File: config.mk
export PLATFORM = sky130hd
export DESIGN_NAME = traffic_mode_arbiter
export DESIGN_NICKNAME = d
export VERILOG_FILES = /design/src/rtl/traffic_pkg.sv /design/src/rtl/traffic_sync.sv /design/src/rtl/traffic_mode_arbiter.sv
export SDC_FILE = /design/constraint.sdc
export NUM_CORES = 1
export LEC_CHECK = 0
export ABC_AREA = 1
export CELL_PAD_IN_SITES_DETAIL_PLACEMENT = 1
export CELL_PAD_IN_SITES_GLOBAL_PLACEMENT = 1
export CORE_UTILIZATION = 42
export CTS_CLUSTER_DIAMETER = 50
export DETAILED_ROUTE_END_ITERATION = 10
export HOLD_SLACK_MARGIN = 0.12
export PLACE_DENSITY_LB_ADDON = 0.15
export SETUP_SLACK_MARGIN = 0.02
export SKIP_CTS_REPAIR_TIMING = 1
export SYNTH_ARGS = -nofsm -noshare
export SYNTH_HDL_FRONTEND = slang
export SYNTH_SLANG_ARGS = --single-unit
File: constraint.sdc
create_clock -name clk -period 3 [get_ports clk]
set_clock_uncertainty 0.15 [all_clocks]
set_input_delay 0.6 -clock clk [delete_from_list [all_inputs] [get_ports clk]]
set_output_delay 0.6 -clock clk [all_outputs]
set_load 0.02 [all_outputs]
File: src/rtl/traffic_pkg.sv
// traffic_pkg: shared mode codes and helpers for the traffic mode arbiter.
//   MODE_DAY / MODE_NIGHT : base mode codes (0 / 1)
//   REQ_BASE              : mode code of request 0; request i maps to REQ_BASE+i
//   req_mode(i)           : mode code for request index i
//   mode_rank(mode)       : priority rank (DAY/NIGHT = 0, REQ_i = i+1)
package traffic_pkg;

  localparam int MODE_DAY   = 0;
  localparam int MODE_NIGHT = 1;
  localparam int REQ_BASE   = 2;

  function automatic int req_mode(input int i);
    return REQ_BASE + i;
  endfunction

  // DAY and NIGHT share the lowest rank, so a DAY<->NIGHT swap is never a
  // preemption and always waits for the dwell timer.
  function automatic int mode_rank(input int mode);
    return (mode < REQ_BASE) ? 0 : (mode - REQ_BASE + 1);
  endfunction

endpackage

File: src/rtl/traffic_sync.sv
// traffic_sync: W-bit two-flop synchroniser for asynchronous level inputs.
//   clk, rst_n : clock, asynchronous active-low reset
//   i_d        : asynchronous input vector
//   o_q        : synchronised output vector (two-edge latency)
// RST_VAL is the value every bit of both flop stages takes in reset.
module traffic_sync #(
  parameter int   W       = 1,
  parameter logic RST_VAL = 1'b0
) (
  input  logic         clk,
  input  logic         rst_n,
  input  logic [W-1:0] i_d,
  output logic [W-1:0] o_q
);

  logic [W-1:0] r_meta;
  logic [W-1:0] r_sync;

  always_ff @(posedge clk or negedge rst_n) begin
    if (!rst_n) begin
      r_meta <= {W{RST_VAL}};
      r_sync <= {W{RST_VAL}};
    end else begin
      r_meta <= i_d;
      r_sync <= r_meta;
    end
  end

  assign o_q = r_sync;

endmodule

File: src/rtl/traffic_mode_arbiter.sv
// traffic_mode_arbiter: chooses the light-sequencer mode from the debounced
// day/night input and NUM_REQ prioritised, sticky request inputs.
//   clk, rst_n   : clock, asynchronous active-low reset
//   day_night    : 1 = day, 0 = night (asynchronous)
//   req          : request levels, req[NUM_REQ-1] highest priority (asynchronous)
//   served       : one-cycle pulse from the sequencer, current request mode done
//   current_mode : DAY=0, NIGHT=1, REQ_i=2+i (this register is the mode FSM state)
//   mode_change  : high in the first cycle of a new mode
//   pending      : latched request flags
//   dwell_done   : dwell counter has reached MIN_DWELL-1; downgrades allowed
module traffic_mode_arbiter
  import traffic_pkg::*;
#(
  parameter  int NUM_REQ   = 2,
  parameter  int MIN_DWELL = 16,
  parameter  int DEBOUNCE  = 4,
  localparam int MODE_W    = $clog2(NUM_REQ + 2)
) (
  input  logic               clk,
  input  logic               rst_n,
  input  logic               day_night,
  input  logic [NUM_REQ-1:0] req,
  input  logic               served,
  output logic [MODE_W-1:0]  current_mode,
  output logic               mode_change,
  output logic [NUM_REQ-1:0] pending,
  output logic               dwell_done
);

  localparam int DW_W  = $clog2(MIN_DWELL);
  localparam int DEB_W = (DEBOUNCE > 1) ? $clog2(DEBOUNCE) : 1;
  localparam logic [DW_W-1:0]  DWELL_MAX = DW_W'(MIN_DWELL - 1);
  localparam logic [DEB_W-1:0] DEB_MAX   = DEB_W'(DEBOUNCE - 1);

  // ---------------------------------------------------------------- sync
  logic               w_dn_s;
  logic [NUM_REQ-1:0] w_req_s;

  traffic_sync #(.W(1), .RST_VAL(1'b1)) u_sync_dn (
    .clk   (clk),
    .rst_n (rst_n),
    .i_d   (day_night),
    .o_q   (w_dn_s)
  );

  traffic_sync #(.W(NUM_REQ), .RST_VAL(1'b0)) u_sync_req (
    .clk   (clk),
    .rst_n (rst_n),
    .i_d   (req),
    .o_q   (w_req_s)
  );

  // ------------------------------------------------------------ debounce
  logic             r_day_flag;
  logic [DEB_W-1:0] r_deb_cnt;

  always_ff @(posedge clk or negedge rst_n) begin
    if (!rst_n) begin
      r_day_flag <= 1'b1;
      r_deb_cnt  <= '0;
    end else if (w_dn_s != r_day_flag) begin
      if (r_deb_cnt == DEB_MAX) begin
        r_day_flag <= w_dn_s;
        r_deb_cnt  <= '0;
      end else begin
        r_deb_cnt  <= r_deb_cnt + 1'b1;
      end
    end else begin
      r_deb_cnt <= '0;
    end
  end

  // ------------------------------------------------------ request latches
  logic [MODE_W-1:0]  r_mode;
  logic [NUM_REQ-1:0] r_pending;
  logic [NUM_REQ-1:0] w_clr;

  always_comb begin
    w_clr = '0;
    for (int i = 0; i < NUM_REQ; i++) begin
      w_clr[i] = served && (r_mode == MODE_W'(req_mode(i)));
    end
  end

  // A live request in the same cycle as its clear keeps the flag set.
  always_ff @(posedge clk or negedge rst_n) begin
    if (!rst_n) begin
      r_pending <= '0;
    end else begin
      r_pending <= w_req_s | (r_pending & ~w_clr);
    end
  end

  // ---------------------------------------------------------- target mode
  logic [MODE_W-1:0] w_target;

  always_comb begin
    w_target = r_day_flag ? MODE_W'(MODE_DAY) : MODE_W'(MODE_NIGHT);
    // Ascending scan: the highest set index is written last and wins.
    for (int i = 0; i < NUM_REQ; i++) begin
      if (r_pending[i]) begin
        w_target = MODE_W'(req_mode(i));
      end
    end
  end

  // ---------------------------------------------------- mode FSM + dwell
  logic [DW_W-1:0]   r_dwell_cnt;
  logic              r_dwell_done;
  logic              r_mode_change;
  logic [MODE_W-1:0] w_mode_nxt;
  logic              w_change;
  logic [DW_W-1:0]   w_dwell_nxt;

  always_comb begin
    w_mode_nxt  = r_mode;
    w_change    = 1'b0;
    w_dwell_nxt = r_dwell_cnt;
    // Higher rank preempts immediately; anything else waits for dwell.
    if ((w_target != r_mode) &&
        ((mode_rank(int'(w_target)) > mode_rank(int'(r_mode))) || r_dwell_done)) begin
      w_change   = 1'b1;
      w_mode_nxt = w_target;
    end
    if (w_change) begin
      w_dwell_nxt = '0;
    end else if (r_dwell_cnt != DWELL_MAX) begin
      w_dwell_nxt = r_dwell_cnt + 1'b1;
    end
  end

  always_ff @(posedge clk or negedge rst_n) begin
    if (!rst_n) begin
      r_mode        <= MODE_W'(MODE_DAY);
      r_mode_change <= 1'b0;
      r_dwell_cnt   <= '0;
      r_dwell_done  <= 1'b0;
    end else begin
      r_mode        <= w_mode_nxt;
      r_mode_change <= w_change;
      r_dwell_cnt   <= w_dwell_nxt;
      r_dwell_done  <= (w_dwell_nxt == DWELL_MAX);
    end
  end

  assign current_mode = r_mode;
  assign mode_change  = r_mode_change;
  assign pending      = r_pending;
  assign dwell_done   = r_dwell_done;

endmodule

==> implementation parameters, run 1 <==
Parameter                              Value

Yosys
  Sequential area share after synthesis    55.3%
  Combined area of all synthesized cells    867 um^2
  Post-synth top area share    46.2%
  Cell types with the largest area share after synthesis    sky130_fd_sc_hd__dfrtp_1 46%, sky130_fd_sc_hd__dfstp_2 9.1%, sky130_fd_sc_hd__ha_1 7.2%, sky130_fd_sc_hd__nand2_1 6.9%, sky130_fd_sc_hd__inv_1 4.3%
  Post-Synthesis Cells    93
  Flip-flop and latch count after synthesis    19
  Synthesized net count    104
  Synthesized area per cell    9.32 um^2
  Post-synth cell types    22
  Cell taking the most area after synthesis    sky130_fd_sc_hd__dfrtp_1
  Count of synthesis-stage warnings from yosys    0

Clock tree
  Clock transition time at the flip-flop clock pins of the worst setup and hold paths    110 ps
  Clk Tree Root Cell    sky130_fd_sc_hd__clkbuf_4
  Clock tree from TritonCTS    built
  Cts bufs inserted    3
  Maximum buffer depth of the clock tree    2
  Clock latency at the later pin of the worst-skew pair    300 ps
  TritonCTS Sinks    19
  Number of H-tree levels    1

Timing
  Total Negative Setup Slacks    0 ps
  Worst hold-check slack    208 ps
  Crit share post-route    72.0%
  Max Fclk    463 MHz
  Unrepaired setup endpoints after global routing    false
  Final-report hold violation count    0
  Number of setup violations in the final report    0
  Final worst path period need    2160 ps
  Max-slew headroom    43.8%
  Worst slew pin tran    840 ps
  Final-report max-slew violation count    0
  Setup slack after layout    839 ps

Global routing
  Number of global-route vias before repair    610
  Antenna violations before repair    0
  Global-route wire length before repair    2730 um
  Gr ovfl total    0
  Total GRT Usage    18.9%
  Largest net degree at the start of global routing    20

Drt
  Drt wl/cell    12.4 um
  Top layer used by detailed routing    met4
  Number of vias after detailed routing    635
  DR pass1 iterations    4
  Drt first-iter violations    3
  Via density per instance    4.74
  Met1 wire length    739 um
  Number of routed nets with antenna violations    0
  Detailed-routed wire length on met2    843 um
  Final WL    1670 um
  Residual DRC    0
  Met3 wirelength from detailed routing    45 um

Final layout
  Nets    119
  Core occupancy in the finished layout    53.3%
  Layout cell share with drive strength beyond 1    17.8%
  Number of antenna cells inserted    0
  Number of fill cells in the layout    236
  Area delta synth->final    19.3%
  Non-filler cells, final    134

Worst setup path
  CP Data Arrival Time    1410 ps
  Family with the most delay on the worst path    buffers and inverters
  Sort of element at the end of the critical path    output pin
  Required time reported for the critical path endpoint    2250 ps
  Type of the worst setup path    flip-flop to output pin
  Bufs and invs on worst path    1
  Kind of launch point of the worst setup path    flip-flop
  Ordered list of cells on the worst path    clkdlybuf4s50_1
  Critical Path Fanout Max    6
  Worst path max stage delay    640 ps
  Cell at the slowest stage of the critical path    sky130_fd_sc_hd__clkdlybuf4s50_1

Pwr
  Worst IR drop on VDD    0.564 mV
  Internal cell power    0.550 mW
  Clock power share    13.8%
  Cell leakage power    0.503 nW
  Switching power    0.389 mW
  Part of the power in combinational logic    44.2%
  Net switching fraction of the power    41.4%
  Fraction of power consumed by sequential logic    42.0%
  Power per unit of standard cell area    907 nW/um^2

Floorplanning
  Die Y-Extent    47.4 um
  Row Count    16
  Total Die Area    2250 um^2
  Initial Util    44.7%
  Die width    47.4 um
  Area inside the core boundary    1940 um^2
  Number of top-level pins    12

Placement
  Detailed Place HPWL    1300 um
  Number of port buffers    11
  Placed cell count    130
  Final Wtd Congestion    0.807
  Post-placement worst setup slack    1130 ps

Status
  Status    finished, final reports clean

Run
  Number of max-capacitance violations reported    0

Hold path
  Path type of the worst min-delay path    flip-flop to flip-flop
==> logic make-up after synthesis <==
| kind of cell | count (synthesis) | share of synthesized area (%) |
|---|---|---|
| fa+ha+maj | 5 | 7.22 |
| compound gates | 10 | 6.64 |
| simple gates | 40 | 21.5 |
| xor+xnor | 2 | 2.02 |
| buf+inv | 15 | 6.49 |
| other cells | 2 | 0.866 |
| flops | 19 | 55.3 |
==> through the flow <==
step,power [mW],cell area [um^2]
floorplan,0.672,867
global placement,0.787,1010
detailed placement,0.816,1010
CTS,0.952,1030
global route,1.03,1030
finish,0.938,1030
==> cells in the mapped netlist <==
| master | number |
|---|---|
| sky130_fd_sc_hd__nand2_1 | 16 |
| sky130_fd_sc_hd__inv_1 | 10 |
| sky130_fd_sc_hd__inv_2 | 4 |
| sky130_fd_sc_hd__a21o_1 | 2 |
| sky130_fd_sc_hd__a21boi_1 | 1 |
| sky130_fd_sc_hd__conb_1 | 2 |
| sky130_fd_sc_hd__nand3_1 | 7 |
| sky130_fd_sc_hd__and2_1 | 1 |
| sky130_fd_sc_hd__dfrtp_1 | 16 |
| sky130_fd_sc_hd__nor2_1 | 7 |
| sky130_fd_sc_hd__xnor2_1 | 1 |
| sky130_fd_sc_hd__nand3_2 | 1 |
| sky130_fd_sc_hd__o21ai_1 | 4 |
| sky130_fd_sc_hd__a21oi_1 | 1 |
| sky130_fd_sc_hd__nor2_2 | 3 |
| sky130_fd_sc_hd__dfstp_2 | 3 |
| sky130_fd_sc_hd__xor2_1 | 1 |
| sky130_fd_sc_hd__o21ai_0 | 2 |
| sky130_fd_sc_hd__clkbuf_1 | 1 |
| sky130_fd_sc_hd__ha_1 | 5 |
| sky130_fd_sc_hd__nand2_2 | 4 |
| sky130_fd_sc_hd__nor3_1 | 1 |
==> cell type report <==
| class | instances | area [um^2] | share of cell area [%] |
|---|---|---|---|
| clock inverter | 1 | 5.00 | 0.484 |
| sequential | 19 | 479 | 46.3 |
| tap | 27 | 33.8 | 3.26 |
| clock buffer | 3 | 22.5 | 2.18 |
| inverter | 14 | 52.6 | 5.08 |
| timing repair buffer | 11 | 110 | 10.6 |
| multi-input combinational | 59 | 332 | 32.0 |
==> power by group through the flow <==
stage / Combinational (mW) / Clock [mW] / Sequential, mW
after floorplan: 0.257 / 0 / 0.415
after global placement: 0.393 / 0 / 0.394
after detailed placement: 0.416 / 0 / 0.400
after CTS: 0.424 / 0.133 / 0.395
after global routing: 0.478 / 0.144 / 0.406
final: 0.415 / 0.130 / 0.394
==> cells in the final DEF, fill, tap and decap left out <==
cell type / instances
sky130_fd_sc_hd__a21boi_1: 1
sky130_fd_sc_hd__nand3_1: 7
sky130_fd_sc_hd__clkinv_2: 1
sky130_fd_sc_hd__nand3_2: 1
sky130_fd_sc_hd__nor2_2: 3
sky130_fd_sc_hd__ha_1: 5
sky130_fd_sc_hd__inv_1: 10
sky130_fd_sc_hd__xor2_1: 1
sky130_fd_sc_hd__nor3_1: 1
sky130_fd_sc_hd__a21o_1: 2
sky130_fd_sc_hd__dfstp_2: 3
sky130_fd_sc_hd__clkdlybuf4s50_1: 11
sky130_fd_sc_hd__conb_1: 2
sky130_fd_sc_hd__a21oi_1: 1
sky130_fd_sc_hd__inv_2: 4
sky130_fd_sc_hd__xnor2_1: 1
sky130_fd_sc_hd__dfrtp_1: 16
sky130_fd_sc_hd__nor2_1: 7
sky130_fd_sc_hd__o21ai_0: 2
sky130_fd_sc_hd__and2_1: 1
sky130_fd_sc_hd__o21ai_1: 4
sky130_fd_sc_hd__nand2_1: 16
sky130_fd_sc_hd__nand2_2: 4
sky130_fd_sc_hd__clkbuf_4: 3
==> final timing paths <==
check                                      from                end  slack [ps]  cells past startpoint
max                             current_mode[0]    current_mode[0]         840                      1
min                        u_sync_req.r_meta[0]  u_sync_req.o_q[0]         210                      0
max reg2reg                          pending[1]     r_dwell_cnt[1]        1140                      8
min reg2reg                u_sync_req.r_meta[0]  u_sync_req.o_q[0]         210                      0
max in group asynchronous                 rst_n  u_sync_req.o_q[0]        1560                      1
min in group asynchronous                 rst_n     r_dwell_cnt[0]         610                      1
==> registers in the layout, summed over array words and instances (netlist names) <==
name / cells
u_sync_req.r_meta: 2
r_day_flag: 1
r_deb_cnt: 2
dwell_done: 1
r_dwell_cnt: 4
u_sync_req.o_q: 2
u_sync_dn.o_q: 1
current_mode: 2
pending: 2
mode_change: 1
u_sync_dn.r_meta: 1
==> routing by layer <==
layer / GRT usage (%) / vias up
li1: - / 317
met1: 24.3 / 300
met2: 30.4 / 13
met3: 3.40 / 5
met4: 10.3 / 0
met5: 0 / -
No activity file was read; power rests on OpenSTA's default activity.
==> run 2, diff against run 1 <==
- CORE_ASPECT_RATIO: unset -> 1.75
- CORE_UTILIZATION: 42 -> 35
- clock period: 3 -> 1.9 ns (I/O delays scaled with it)
==> implementation parameters, run 2 (synthesis gave the netlist of run 1 again) <==
Parameter                              Value

Hold path
  Path type of the worst min-delay path    flip-flop to flip-flop

Global routing
  Gr ovfl total    0
  Antenna violations before repair    0
  Total GRT Usage    16.2%
  Largest net degree at the start of global routing    20
  Number of global-route vias before repair    698
  Global-route wire length before repair    2860 um

Timing
  Max Fclk    550 MHz
  Final-report hold violation count    0
  Setup slack after layout    82.9 ps
  Number of setup violations in the final report    0
  Final-report max-slew violation count    0
  Unrepaired setup endpoints after global routing    false
  Total Negative Setup Slacks    0 ps
  Crit share post-route    95.6%
  Final worst path period need    1820 ps

Floorplanning
  Die width    39.6 um
  Initial Util    37.7%
  Number of top-level pins    12
  Die Y-Extent    67.8 um
  Total Die Area    2690 um^2
  Area inside the core boundary    2300 um^2
  Row Count    23

Status
  Status    finished, final reports clean

Drt
  Number of vias after detailed routing    644
  Met1 wire length    645 um
  Final WL    1760 um
  Residual DRC    0
  Via density per instance    4.81
  Top layer used by detailed routing    met4
  Drt first-iter violations    1
  Met3 wirelength from detailed routing    24 um
  Detailed-routed wire length on met2    1060 um
  Number of routed nets with antenna violations    0
  Drt wl/cell    13.1 um
  DR pass1 iterations    2

Worst setup path
  Endpoint of the worst register-to-register path    r_dwell_cnt[1]
  Ordered list of cells on the worst path    clkdlybuf4s50_1
  Kind of launch point of the worst setup path    flip-flop
  Bufs and invs on worst path    1
  Worst-case register-to-register setup slack    130 ps
  Required time reported for the critical path endpoint    1370 ps
  Family with the most delay on the worst path    buffers and inverters
  End point of the critical path    pending[0]
  CP Data Arrival Time    1290 ps
  Type of the worst setup path    flip-flop to output pin
  Critical Path Fanout Max    4
  R2R Path Start    current_mode[1]
  Worst path max stage delay    630 ps
  Sort of element at the end of the critical path    output pin
  Cell at the slowest stage of the critical path    sky130_fd_sc_hd__clkdlybuf4s50_1
  Number of cells on the critical path    1
  Cell depth of the worst flop-to-flop path    8
  CP startpoint    pending[0]

Clock tree
  Clock latency at the later pin of the worst-skew pair    250 ps
  TritonCTS Sinks    19
  Cts bufs inserted    3
  Number of H-tree levels    1
  Clock tree from TritonCTS    built
  Clock transition time at the flip-flop clock pins of the worst setup and hold paths    70 ps
  Maximum buffer depth of the clock tree    2
  Clk Tree Root Cell    sky130_fd_sc_hd__clkbuf_8

Pwr
  Cell leakage power    0.524 nW
  Worst IR drop on VDD    0.594 mV
  Power per unit of standard cell area    1470 nW/um^2

Placement
  Number of port buffers    11
  Total cell area at the placement stage    1010 um^2
  Placed cell count    129
  Detailed Place HPWL    1450 um
  Final Wtd Congestion    0.676
  Post-placement worst setup slack    81.7 ps

Final layout
  Number of antenna cells inserted    0
  Leading cell types in the layout, fill and taps excluded    16 x sky130_fd_sc_hd__nand2_1, 15 x sky130_fd_sc_hd__dfrtp_1, 10 x sky130_fd_sc_hd__inv_1, 10 x sky130_fd_sc_hd__clkdlybuf4s50_1
  Nets    121
  Core occupancy in the finished layout    46.4%
  Flip-flop count of the largest register, all copies and words added    4
  Final design area excluding fillers    1070 um^2
  Most common library cell in the layout ignoring fill and taps    sky130_fd_sc_hd__nand2_1
  Reg with most FFs    r_dwell_cnt
  Non-filler cells, final    134
  Layout cell share with drive strength beyond 1    19.3%
  Area delta synth->final    23.2%

Run
  Number of max-capacitance violations reported    0
==> run 2: cell type report <==
class                   count  area (um^2)
multi-input cells          59          332
inverters                  14         52.6
clock buffers               4         45.0
fillers                   269         1230
repair buffers             13          128
flip-flops and latches     19          480
well taps                  25         31.3
==> run 2: power by group <==
group	internal, mW	total, mW	switching [mW]
clock network	0.149	0.275	0.127
registers	0.525	0.621	0.0954
logic	0.276	0.673	0.397
total	0.950	1.57	0.619
==> run 2: per-layer routing <==
| metal | global-route usage (%) | vias to the layer above |
|---|---|---|
| met2 | 30.9 | 5 |
| met5 | 0 | - |
| met4 | 9.05 | 0 |
| met3 | 1.95 | 2 |
| met1 | 15.1 | 320 |
| li1 | - | 317 |
==> run 2: stage by stage <==
| step | hold WS (ps) | power [mW] |
|---|---|---|
| after global placement | 183 | 1.27 |
| after floorplan | -65.6 | 1.06 |
| after detailed placement | 186 | 1.31 |
| final | 199 | 1.57 |
| after global routing | 213 | 1.70 |
| after CTS | 202 | 1.59 |
==> run 2: worst min-delay path by stage <==
stage / start / to / slack [ps] / depth (start not counted)
after floorplan: rst_n / current_mode[0] / -70 / 0
after global placement: u_sync_req.r_meta[0] / u_sync_req.o_q[0] / 180 / 0
after detailed placement: u_sync_req.r_meta[0] / u_sync_req.o_q[0] / 190 / 0
after CTS: u_sync_req.r_meta[0] / u_sync_req.o_q[0] / 200 / 0
after global routing: u_sync_req.r_meta[1] / u_sync_req.o_q[1] / 210 / 0
final: u_sync_req.r_meta[0] / u_sync_req.o_q[0] / 200 / 0
==> run 3, diff against run 2 <==
- HOLD_SLACK_MARGIN: 0.12 -> unset
==> results of run 3 <==
Same layout as run 2: the final DEF is identical, and so are final timing and power.
==> variant 1, RTL diff (config.mk and constraints of run 2) <==
`NUM_REQ`: 2 -> 1.
--- a/src/rtl/traffic_mode_arbiter.sv
+++ b/src/rtl/traffic_mode_arbiter.sv
@@ -12,5 +12,5 @@
   import traffic_pkg::*;
 #(
-  parameter  int NUM_REQ   = 2,
+  parameter  int NUM_REQ   = 1,
   parameter  int MIN_DWELL = 16,
   parameter  int DEBOUNCE  = 4,
Ports: changed (resized pending and req); port bits go from 12 to 10. The function was not compared with the original's and may differ.
==> variant 1 against run 2 <==
Wire length shrank 24%; sequential cell count shrank 3; clock power shrank 19%; critical path depth is the same; first-iteration DRC count grew to 7.0 times the old value; total power shrank 11%; synthesized area shrank 13%; worst setup slack gained 0.044 ns; final area shrank 14%; sequential share of layout area shrank 1.1 points; critical endpoint is now dwell_done; largest cell class unchanged.
==> variant 1: results (changes against run 2) <==
Global route
  – Vias in the first global route: 611 (was 698)
  – Wire length of the first global-routing pass: 2460 µm (was 2860 µm)
  – Aggregate global-route resource usage: 14.7% (was 16.2%)
  – Global-route met2 utilization: 26.1% (was 30.9%)
  – Pin count of the biggest net entering global routing: 17 (was 20)
  – Global routing usage on met3: 2.11% (was 1.95%)

Yosys
  – Leading post-synthesis cells by cell area: dfrtp_1, dfstp_2, nand2_1 (was dfrtp_1, dfstp_2, ha_1)
  – Post-synthesis average cell area: 9.50 µm² (was 9.32 µm²)
  – Most common library cells after synthesis: nand2_1, dfrtp_1, inv_1 (was dfrtp_1, nand2_1, inv_1)
  – Distinct cells, synth: 23 (was 22)
  – Post-synth net total: 88 (was 104)
  – Post-synth top flop: dfrtp_1 (unchanged)
  – Fraction of the yosys area taken by sequential cells: 53.8% (was 55.3%)

Final layout
  – Area of the multi-input gates: 294 µm² (was 332 µm²)
  – Final instance count without filler cells: 116 (was 134)
  – Total number of nets in the final design: 103 (was 121)
  – Fill cell instance count of the final layout: 242 (was 269)

Worst setup path
  – Worst setup endpoint: dwell_done (was pending[0])
  – Endpoint of the worst-slack reg-to-reg timing path: r_dwell_cnt[2] (was r_dwell_cnt[1])
  – Arrival time worst endpoint: 1.24 ns (was 1.29 ns)
  – Crit path max fanout: 2 (was 4)
  – Worst setup path start: dwell_done (was pending[0])
  – Delay of the slowest cell on the worst path: 0.60 ns (was 0.63 ns)
  – Number of cells traversed by the worst register-to-register path: 9 (was 8)
  – Reg2Reg Setup Slack: 0.23 ns (was 0.13 ns)

Status
  – Result of the run: finished, final reports clean (unchanged)

CTS
  – Root buf cell: clkbuf_4 (was clkbuf_8)
  – Clock input transition at the sequential cells of the worst setup and hold paths: 0.09 ns (was 0.07 ns)

Worst hold path
  – Startpoint of the most critical hold path: u_sync_req.r_meta (was u_sync_req.r_meta[0])
  – Worst min-delay path endpoint: u_sync_req.o_q (was u_sync_req.o_q[0])

Timing
  – WHS: 0.208 ns (was 0.199 ns)
  – Setup slack after layout: 0.127 ns (was 0.0829 ns)

Power
  – Switching part of the total: 40.2% (was 39.4%)
  – Combinational-cell power consumption: 0.000617 W (was 0.000673 W)
  – Leakage: 0.480 nW (was 0.524 nW)
  – Worst VDD drop: 0.000598 V (was 0.000594 V)

Placed design
  – Cell total after placement: 112 (was 129)
  – Gp weighted congestion: 0.691 (was 0.676)
  – Hpwl dp: 1080 µm (was 1450 µm)
  – Pre-CTS setup slack: 0.213 ns (was 0.0817 ns)
  – Port Buf Inserts: 9 (was 11)
  – Placed Instance Area: 877 µm² (was 1010 µm²)

Detailed routing
  – Detail Route met3 WL: 41 µm (was 24 µm)
  – Per-cell routed wire length: 11.6 µm (was 13.1 µm)
  – M1 WL: 521 µm (was 645 µm)
  – DR vias/cell: 4.71 (was 4.81)
  – Length of routed met2 wiring: 746 µm (was 1060 µm)
variant 1: cell types whose count changed in the layout (fill, tap and decap cells not counted), sizes merged, moves of 2 or more:
cell,run 2,this run
nand3,8,3
clkdlybuf4s50,10,6
dfrtp,16,13
nand2,20,17
a21oi,1,3
dlymetal6s2s,1,3
nor2,10,8
variant 1: cell families after synthesis:
kind of cell	Yosys count	synth area share (%)
DFF	16	53.8
other	2	1.00
AOI/OAI and AO/OA	10	7.33
muxes	1	1.50
and+or+nand+nor	29	19.2
xor gates and xnor gates	3	3.50
buffers and inverters	14	7.00
adders and majority gates	4	6.67
variant 1: cell type report:
| cell class | count | area share, % |
|---|---|---|
| flip-flops and latches | 16 | 43.9 |
| multi-input cells | 49 | 31.9 |
| repair buffers | 10 | 11.4 |
| inverters | 14 | 5.71 |
| clock buffers | 4 | 3.94 |
| well taps | 23 | 3.13 |
==> variant 2, RTL diff (flow settings as in run 2) <==
Without the edit above. Add an input register stage for `day_night`, `req` and `served`, cleared by the reset; this delays them by one clock. Comments in the files are not updated.
--- a/src/rtl/traffic_mode_arbiter.sv
+++ b/src/rtl/traffic_mode_arbiter.sv
@@ -33,4 +33,20 @@
   localparam logic [DEB_W-1:0] DEB_MAX   = DEB_W'(DEBOUNCE - 1);
 
+  logic day_night_q;
+  logic [NUM_REQ-1:0] req_q;
+  logic served_q;
+
+  always_ff @(posedge clk or negedge rst_n) begin
+    if (!rst_n) begin
+      day_night_q <= '0;
+      req_q       <= '0;
+      served_q    <= '0;
+    end else begin
+      day_night_q <= day_night;
+      req_q       <= req;
+      served_q    <= served;
+    end
+  end
+
   // ---------------------------------------------------------------- sync
   logic               w_dn_s;
@@ -40,5 +56,5 @@
     .clk   (clk),
     .rst_n (rst_n),
-    .i_d   (day_night),
+    .i_d   (day_night_q),
     .o_q   (w_dn_s)
   );
@@ -47,5 +63,5 @@
     .clk   (clk),
     .rst_n (rst_n),
-    .i_d   (req),
+    .i_d   (req_q),
     .o_q   (w_req_s)
   );
@@ -79,5 +95,5 @@
     w_clr = '0;
     for (int i = 0; i < NUM_REQ; i++) begin
-      w_clr[i] = served && (r_mode == MODE_W'(req_mode(i)));
+      w_clr[i] = served_q && (r_mode == MODE_W'(req_mode(i)));
     end
   end
Check against the original RTL: not equivalent (a bounded check fails within 4 cycles, from zero or initial values and one cycle with rst_n low).
==> variant 2 against run 2 <==
Sequential cell count increased by 4; worst setup slack improved by 0.0042 ns; largest cell class unchanged; sequential share of layout area increased by 4.6 points; synthesized area increased by 12%; sequential power increased by 15%; count of clock-buffer cells in the layout decreased by 1; fmax increased by 0.23%; wire length increased by 6.9%; highest routed layer unchanged; final area increased by 9.8%; die area increased by 11%; critical endpoint is now current_mode[1]; total power increased by 7.3%.
==> variant 2: results (changes against run 2) <==
Detailed routing
  – First-iteration detailed-routing DRC count: 9 (was 1)
  – Routed via count: 677 (was 644)
  – Total iterations of the first detailed-routing run: 4 (was 2)
  – Per-cell routed wire length: 13.6 µm (was 13.1 µm)

Global route
  – Vias in the first global route: 740 (was 698)
  – Global routing usage on met3: 1.51% (was 1.95%)
  – Pin count of the biggest net entering global routing: 24 (was 20)
  – Global-route met2 utilization: 26.9% (was 30.9%)
  – Number of antenna violations at the first check in global routing: 0 (unchanged)
  – Aggregate global-route resource usage: 13.9% (was 16.2%)
  – Met1 Resource Use GR: 14.0% (was 15.1%)
  – Wire length of the first global-routing pass: 3130 µm (was 2860 µm)

Worst setup path
  – Crit path max fanout: 6 (was 4)
  – Startpoint of the worst register-to-register path: pending[1] (was current_mode[1])

Yosys
  – Compound-Gate Fraction of Synth Area: 5.95% (was 6.64%)
  – Xor and xnor fraction of the mapped netlist area: 1.81% (was 2.02%)
  – Post-synth net total: 108 (was 104)
  – Fraction of the yosys area taken by sequential cells: 59.9% (was 55.3%)
  – Leading post-synthesis cells by cell area: dfrtp_1, dfstp_2, ha_1 (unchanged)
  – Most common library cells after synthesis: dfrtp_1, nand2_1, inv_1 (unchanged)
  – Adder-cell share of the synthesized area: 6.47% (was 7.22%)

Status
  – Result of the run: finished, final reports clean (unchanged)

Power
  – Worst VDD drop: 0.000721 V (was 0.000594 V)
  – Leakage: 0.570 nW (was 0.524 nW)

CTS
  – Clock input transition at the sequential cells of the worst setup and hold paths: 0.08 ns
  – Buffer levels on the longest clock path: 2 (unchanged)

Placed design
  – Hpwl dp: 1520 µm (was 1450 µm)
  – Gp weighted congestion: 0.847 (was 0.676)

Worst hold path
  – Worst min-delay path category: reg2reg (unchanged)

Final layout
  – Total number of nets in the final design: 124 (was 121)
  – Share of layout cells above drive strength 1: 21.4% (was 19.3%)

Timing
  – Period Utilization, post-route: 95.4% (was 95.6%)
==> variant 2: cell types whose count changed in the layout (fill, tap and decap cells not counted), sizes merged <==
| cell | delta |
|---|---|
| dfrtp | +4 |
| buf | -1 |
| clkbuf | -1 |
| clkdlybuf4s50 | -1 |
| clkinv | +1 |
| dlymetal6s2s | +1 |
==> variant 2: area by class of cell <==
| type | instances | area, µm² |
|---|---|---|
| clock buffers | 3 | 41.3 |
| well taps | 26 | 32.5 |
| flip-flops and latches | 23 | 582 |
| repair buffers | 12 | 123 |
| clock inverters | 1 | 5.00 |
| fillers | 291 | 1380 |
| inverters | 14 | 52.6 |
| multi-input cells | 59 | 338 |
==> variant 2: per-stage QoR <==
step           area [µm²]  util (%)  worst slack, ns  hold slack, ns  std cells
6_report             1170      46.0           0.0871           0.202        138
5_1_grt              1170      46.0           0.0294           0.216        138
3_5_place_dp         1110      43.6           0.0912           0.186        134
2_1_floorplan         967         -            0.181         -0.0656         97
3_3_place_gp         1110      43.6            0.163           0.183        134
4_1_cts              1160      45.4           0.0204           0.205        138
==> variant 2: where the power goes <==
group	switching [W]	leakage, nW	internal [W]
sequential	0.0000976	0.269	0.000615
combinational	0.000400	0.276	0.000278
clock	0.000147	0.0255	0.000146
==> variant 2: per-layer routing <==
layer  share of wire, %  wire (µm)  vias to the layer above
met5                  0          0                        -
met4                2.4         46                        0
met3                2.2         42                        4
met2                 60       1120                       12
met1                 36        669                      332
li1                   -          -                      329
==> variant 2: kinds of logic after synthesis <==
kind of cell,Yosys count
compound gates,10
xor+xnor,2
fa+ha+maj,5
buf+inv,15
flops,23
other cells,2
simple gates,40
==> variant 2: worst max-delay path by stage <==
stage	startpoint	to	slack, ns	cells past startpoint
CTS	current_mode[0]	current_mode[0]	0.02	1
global placement	pending[1]	r_dwell_cnt[1]	0.16	8
detailed placement	pending[1]	r_dwell_cnt[1]	0.09	8
floorplan	pending[1]	r_dwell_cnt[1]	0.18	8
finish	current_mode[1]	current_mode[1]	0.09	1
global route	pending[1]	r_dwell_cnt[1]	0.03	8
